<file path="config.mk">
export PLATFORM = sky130hd
export DESIGN_NAME = cnn_acc_requant_21s_14s
export DESIGN_NICKNAME = d
export VERILOG_FILES = /design/src/rtl/cnn_fix_pkg.sv /design/src/rtl/cnn_round_sat.sv /design/src/rtl/cnn_acc_requant_21s_14s.sv
export SDC_FILE = /design/constraint.sdc
export NUM_CORES = 1
export LEC_CHECK = 0
export CORE_ASPECT_RATIO = 1.25
export CORE_UTILIZATION = 40
export DETAILED_ROUTE_END_ITERATION = 12
export PLACE_DENSITY = 0.66
export SLEW_MARGIN = 15
export SYNTH_ARGS = -nofsm -noshare
export SYNTH_HDL_FRONTEND = slang
export SYNTH_SLANG_ARGS = --single-unit
</file>
<file path="constraint.sdc">
create_clock -name ap_clk -period 3.5 [get_ports ap_clk]
set_input_delay 0.525 -clock ap_clk [delete_from_list [all_inputs] [get_ports ap_clk]]
set_output_delay 0.525 -clock ap_clk [all_outputs]
set_load 0.01 [all_outputs]
</file>
<file path="src/rtl/cnn_fix_pkg.sv">
// rtl/cnn_fix_pkg.sv - shared fixed-point widths, limits and FSM state type
package cnn_fix_pkg;

    localparam int IN_W  = 21;
    localparam int OUT_W = 14;
    localparam int ACC_W = 28;
    localparam int SHIFT = 6;

    localparam logic signed [OUT_W-1:0] OUT_MAX = {1'b0, {(OUT_W-1){1'b1}}};
    localparam logic signed [OUT_W-1:0] OUT_MIN = {1'b1, {(OUT_W-1){1'b0}}};
    localparam logic signed [ACC_W-1:0] ACC_MAX = {1'b0, {(ACC_W-1){1'b1}}};
    localparam logic signed [ACC_W-1:0] ACC_MIN = {1'b1, {(ACC_W-1){1'b0}}};

    typedef enum logic [1:0] {
        ACC = 2'd0,
        REQ = 2'd1,
        OUT = 2'd2
    } state_t;

endpackage

</file>
<file path="src/rtl/cnn_round_sat.sv">
// rtl/cnn_round_sat.sv - combinational round-half-up, shift and saturate from ACC_W to OUT_W
module cnn_round_sat
    import cnn_fix_pkg::*;
(
    input  logic signed [ACC_W-1:0] i_acc,
    input  logic                    i_ovf,
    input  logic                    i_sign,
    output logic signed [OUT_W-1:0] o_data,
    output logic                    o_sat
);

    localparam logic signed [ACC_W:0] RND = (ACC_W+1)'(1) <<< (SHIFT-1);

    logic signed [ACC_W:0] w_rnd;
    logic signed [ACC_W:0] w_shr;
    logic                  w_hi;
    logic                  w_lo;

    // One guard bit keeps the rounding add from wrapping near ACC_MAX
    assign w_rnd = (ACC_W+1)'(i_acc) + RND;
    assign w_shr = w_rnd >>> SHIFT;

    assign w_hi = !w_shr[ACC_W] && (|w_shr[ACC_W-1:OUT_W-1]);
    assign w_lo =  w_shr[ACC_W] && !(&w_shr[ACC_W-1:OUT_W-1]);

    always_comb begin
        o_data = w_shr[OUT_W-1:0];
        o_sat  = 1'b0;
        if (i_ovf) begin
            o_data = i_sign ? OUT_MIN : OUT_MAX;
            o_sat  = 1'b1;
        end else if (w_hi) begin
            o_data = OUT_MAX;
            o_sat  = 1'b1;
        end else if (w_lo) begin
            o_data = OUT_MIN;
            o_sat  = 1'b1;
        end
    end

endmodule

</file>
<file path="src/rtl/cnn_acc_requant_21s_14s.sv">
// rtl/cnn_acc_requant_21s_14s.sv - dot-product accumulator with bias, requantization and optional ReLU
module cnn_acc_requant_21s_14s
    import cnn_fix_pkg::*;
(
    input  logic                    ap_clk,
    input  logic                    ap_rst_n,
    input  logic signed [IN_W-1:0]  in_data,
    input  logic                    in_last,
    input  logic                    in_valid,
    output logic                    in_ready,
    input  logic signed [OUT_W-1:0] bias,
    input  logic                    relu_en,
    output logic signed [OUT_W-1:0] out_data,
    output logic                    out_valid,
    input  logic                    out_ready,
    output logic                    out_sat
);

    state_t r_state;
    state_t w_state_nxt;

    logic signed [ACC_W-1:0] r_acc;
    logic                    r_first;
    logic                    r_ovf;
    logic                    r_relu;
    logic signed [OUT_W-1:0] r_out_data;
    logic                    r_out_sat;
    logic                    r_out_valid;

    logic                    w_accept;
    logic signed [ACC_W-1:0] w_base;
    logic signed [ACC_W:0]   w_sum;
    logic                    w_add_ovf;
    logic signed [ACC_W-1:0] w_acc_nxt;
    logic signed [OUT_W-1:0] w_rs_data;
    logic                    w_rs_sat;

    always_ff @(posedge ap_clk or negedge ap_rst_n) begin
        if (!ap_rst_n) r_state <= ACC;
        else           r_state <= w_state_nxt;
    end

    always_comb begin
        w_state_nxt = r_state;
        case (r_state)
            ACC:     if (w_accept && in_last) w_state_nxt = REQ;
            REQ:     w_state_nxt = OUT;
            OUT:     if (out_ready) w_state_nxt = ACC;
            default: w_state_nxt = ACC;
        endcase
    end

    always_comb begin
        in_ready = (r_state == ACC);
    end

    assign w_accept = in_valid && in_ready;

    // The first beat of a packet starts from the bias aligned to the product scale
    assign w_base    = r_first ? (ACC_W'(bias) <<< SHIFT) : r_acc;
    assign w_sum     = (ACC_W+1)'(w_base) + (ACC_W+1)'(in_data);
    assign w_add_ovf = (w_sum[ACC_W] != w_sum[ACC_W-1]);
    assign w_acc_nxt = w_add_ovf ? (w_sum[ACC_W] ? ACC_MIN : ACC_MAX) : w_sum[ACC_W-1:0];

    cnn_round_sat u_round_sat (
        .i_acc  (r_acc),
        .i_ovf  (r_ovf),
        .i_sign (r_acc[ACC_W-1]),
        .o_data (w_rs_data),
        .o_sat  (w_rs_sat)
    );

    always_ff @(posedge ap_clk or negedge ap_rst_n) begin
        if (!ap_rst_n) begin
            r_acc       <= '0;
            r_first     <= 1'b1;
            r_ovf       <= 1'b0;
            r_relu      <= 1'b0;
            r_out_data  <= '0;
            r_out_sat   <= 1'b0;
            r_out_valid <= 1'b0;
        end else begin
            case (r_state)
                ACC: begin
                    if (w_accept) begin
                        r_acc   <= w_acc_nxt;
                        r_ovf   <= r_ovf | w_add_ovf;
                        r_first <= 1'b0;
                        if (r_first) r_relu <= relu_en;
                    end
                end
                REQ: begin
                    // ReLU zeroes the value but keeps the saturation flag
                    r_out_data  <= (r_relu && w_rs_data[OUT_W-1]) ? '0 : w_rs_data;
                    r_out_sat   <= w_rs_sat;
                    r_out_valid <= 1'b1;
                end
                OUT: begin
                    if (out_ready) begin
                        r_out_valid <= 1'b0;
                        r_acc       <= '0;
                        r_first     <= 1'b1;
                        r_ovf       <= 1'b0;
                    end
                end
                default: ;
            endcase
        end
    end

    assign out_data  = r_out_data;
    assign out_sat   = r_out_sat;
    assign out_valid = r_out_valid;

endmodule

</file>
==> metrics.cfg <==
[status]
status=finished with violations
violations=negative setup slack

[critical_path]
end_kind=flop
worstPathArrival_ns=3.71
worstSetupPathType=reg2reg
startpoint_type=flop
cp_data_required_time_ns=3.67
crit_path_max_fanout=6
reg2reg_depth=14

[pwr]
power.total_w=0.006073
ir_drop_v=0.0004271
power.density_mw_per_mm2=951.4
p_leak_nw=2.732

[yosys]
synth_seq_cells=49
synth_area_sq_mm=0.004422
synth_compound_area_frac=0.2796
synthFlopType=dfrtp_1
synth_mux_area_frac=0.04329
synth-edff-count=0
async_flop_share=1.000
seq_area_frac_synth=0.2776
yosys.area_share.simple=0.1972
synthDistinctLibCells=67
synth_area_per_cell_sq_um=8.553
synth.area.top_cells=dfrtp_1 27%, ha_1 8.2%, nand2_1 5.3%
synth_top_area_share=0.2716
yosys_warnings=0
yosys.area.top_type=dfrtp_1
syn-instance-count=517
synth-xor-area-share=0.06933
synth_top_family_by_area=compound AO/OA/AOI/OAI gates
synthAdderAreaFrac=0.08659
synth_fp_nets=588

[finish]
final_common_cell=buf_4
multi_input_comb_area_sq_mm=0.003393
syn2layout_area_growth_pct=44.37
antenna_cells=0
nFillCells=913
seq_area_sq_mm=0.001227
drive_above_1_share=0.3180
fin_nets=721
mostFrequentLayoutCells=80 x buf_4, 61 x nand2_1, 56 x clkdlybuf4s50_1
final_area_sq_mm=0.006384

[sta]
timing.final.crit_share=1.013
finalHoldViolCount=0
fin_worst_skew_ns=0.006512
clock.fmax_ghz=0.2821
timing.slew.headroom=0.4386
final_max_slew_viol_count=0
fin_ws_ns=-0.04431
worst_pin_slew_ns=0.8401
rsz0062_at_grt=true
min_period_ns=3.544
final-setup-viol-count=12

[floorplanning]
core_area_sq_mm=0.01067
fp-row-count=42
boundaryPins=58
die_width_um=96.04
start_util=0.4145
dieArea_sq_mm=0.01148
die_h_um=119.6

[detailed_routing]
drt-total-wl_mm=14.02
dr.first_iter.drc_count=222
dr_total_vias=4468
via_per_inst=5.706
drc=0
first_pass_iters=4
post_drt_wl_per_cell_um=17.91
ant_nets=0

[clocking]
cts_tree=built
root_buffer=clkbuf_16
numCtsBuffers=5
clock_latency_ns=0.29
cts.sinks=49
clk_pin_slew_worst_paths_ns=0.06
cts_buffer_depth=2
hold_buffers=0
htree_levels=2

[global_routing]
track_usage=0.2467
grt_pass1_wl_mm=21.96
overflow=0
antenna_found_initial=0
grt_max_degree=50
grt_pass1_vias=4547

[placement]
dp_hpwl_mm=10.39
io_buffer_count=57
gp_congestion=0.9182
placed_cell_area_sq_mm=0.005674

[job]
cap_violations=0

[min_path]
hp-class=in2async

[routing by layer]
metal  part of all wire  up-vias  track usage
met3              0.037       34      0.02028
met1               0.41     2153       0.3126
met2               0.52      106       0.4273
li1                   -     2175            -
met4              0.038        0      0.09328
met5                  0        -            0
[final timing paths]
path | slack, ns | endpoint | start
min in group ap_clk | 0.47 | r_acc[0] | r_acc[0]
max in group asynchronous | 2.83 | r_acc[27] | ap_rst_n
setup / recovery | -0.04 | r_acc[25] | r_first
setup reg to reg | -0.04 | r_acc[25] | r_first
hold reg to reg | 0.47 | r_acc[0] | r_acc[0]
hold / removal | 0.24 | out_sat | ap_rst_n
[where the power goes]
group          internal (W)  switching (W)  total (W)
Clock              0.000263       0.000202   0.000465
Combinational       0.00219        0.00234    0.00453
Sequential         0.000830       0.000250    0.00108
Total               0.00329        0.00279    0.00607
[kinds of logic after synthesis]
group / count (synthesis)
buf+inv: 46
fa+ha+maj: 30
mux: 17
flops: 49
compound gates: 165
xor+xnor: 35
simple gates: 175
[sequential cells by signal, summed over array words and instances (netlist names)]
name       flops
r_acc         28
out_data      14
r_state        2
out_sat        1
out_valid      1
r_first        1
r_ovf          1
r_relu         1
[Yosys cell counts, drive strengths merged (2+ instances only)]
| cell | instances |
|---|---|
| dfrtp | 48 |
| nand2 | 63 |
| nor2 | 25 |
| ha | 29 |
| nand4 | 6 |
| nand3 | 18 |
| buf | 12 |
| a221o | 2 |
| xnor2 | 23 |
| nand2b | 4 |
| a221oi | 2 |
| o2111ai | 2 |
| o2111a | 2 |
| and4 | 3 |
| o21ai | 44 |
| nor4 | 5 |
| nor2b | 8 |
| clkbuf | 11 |
| a211oi | 15 |
| and2 | 7 |
| a2111oi | 3 |
| inv | 23 |
| a31oi | 6 |
| nor4b | 2 |
| a21oi | 30 |
| nor3 | 24 |
| o31ai | 4 |
| or2 | 3 |
| a22o | 2 |
| o21bai | 6 |
| and3 | 4 |
| o211ai | 17 |
| xor2 | 12 |
| o21a | 3 |
| mux2 | 17 |
| a21o | 16 |
[worst max-delay path, stage by stage, from the launching register on]
cell and delay, ns:
dfstp_2 0.62, buf_12 0.13, buf_16 0.12, mux2_2 0.40, ha_4 0.29, buf_4 0.13
nand3_1 0.12, nor4_2 0.36, a31oi_2 0.20, xnor2_2 0.19, a211oi_4 0.27, buf_6 0.17
buf_6 0.12, nor4_1 0.05, a211o_1 0.24
[metrics by stage]
step	TNS, ns	utilization	hold WS [ns]	std cells	worst slack, ns
2_1_floorplan	0	-	0.2294	517	0.04269
3_3_place_gp	-5.162	0.5319	0.4569	764	-0.2308
3_5_place_dp	-6.549	0.5319	0.4658	764	-0.3058
4_1_cts	0	0.5577	0.4767	777	0.005150
5_1_grt	-3.778	0.5984	0.2975	783	-0.1847
6_report	-0.1822	0.5984	0.2423	783	-0.04431
[area by class of cell]
type,count,area share
clock buffer,6,0.02019
inverter,23,0.01352
tap,132,0.02587
sequential,49,0.1923
multi-input combinational,422,0.5316
timing repair buffer,149,0.2150
clock inverter,2,0.001568
[repair_timing]
action | 4_1_cts | 5_1_grt
endpoints found under the setup margin | 23 | 28
cloned | 1 | 2
resized for setup | 12 | 75
setup buffers | 4 | 4
pin swaps | 3 | 24
Note: power is estimated with default switching activity, not from simulation.
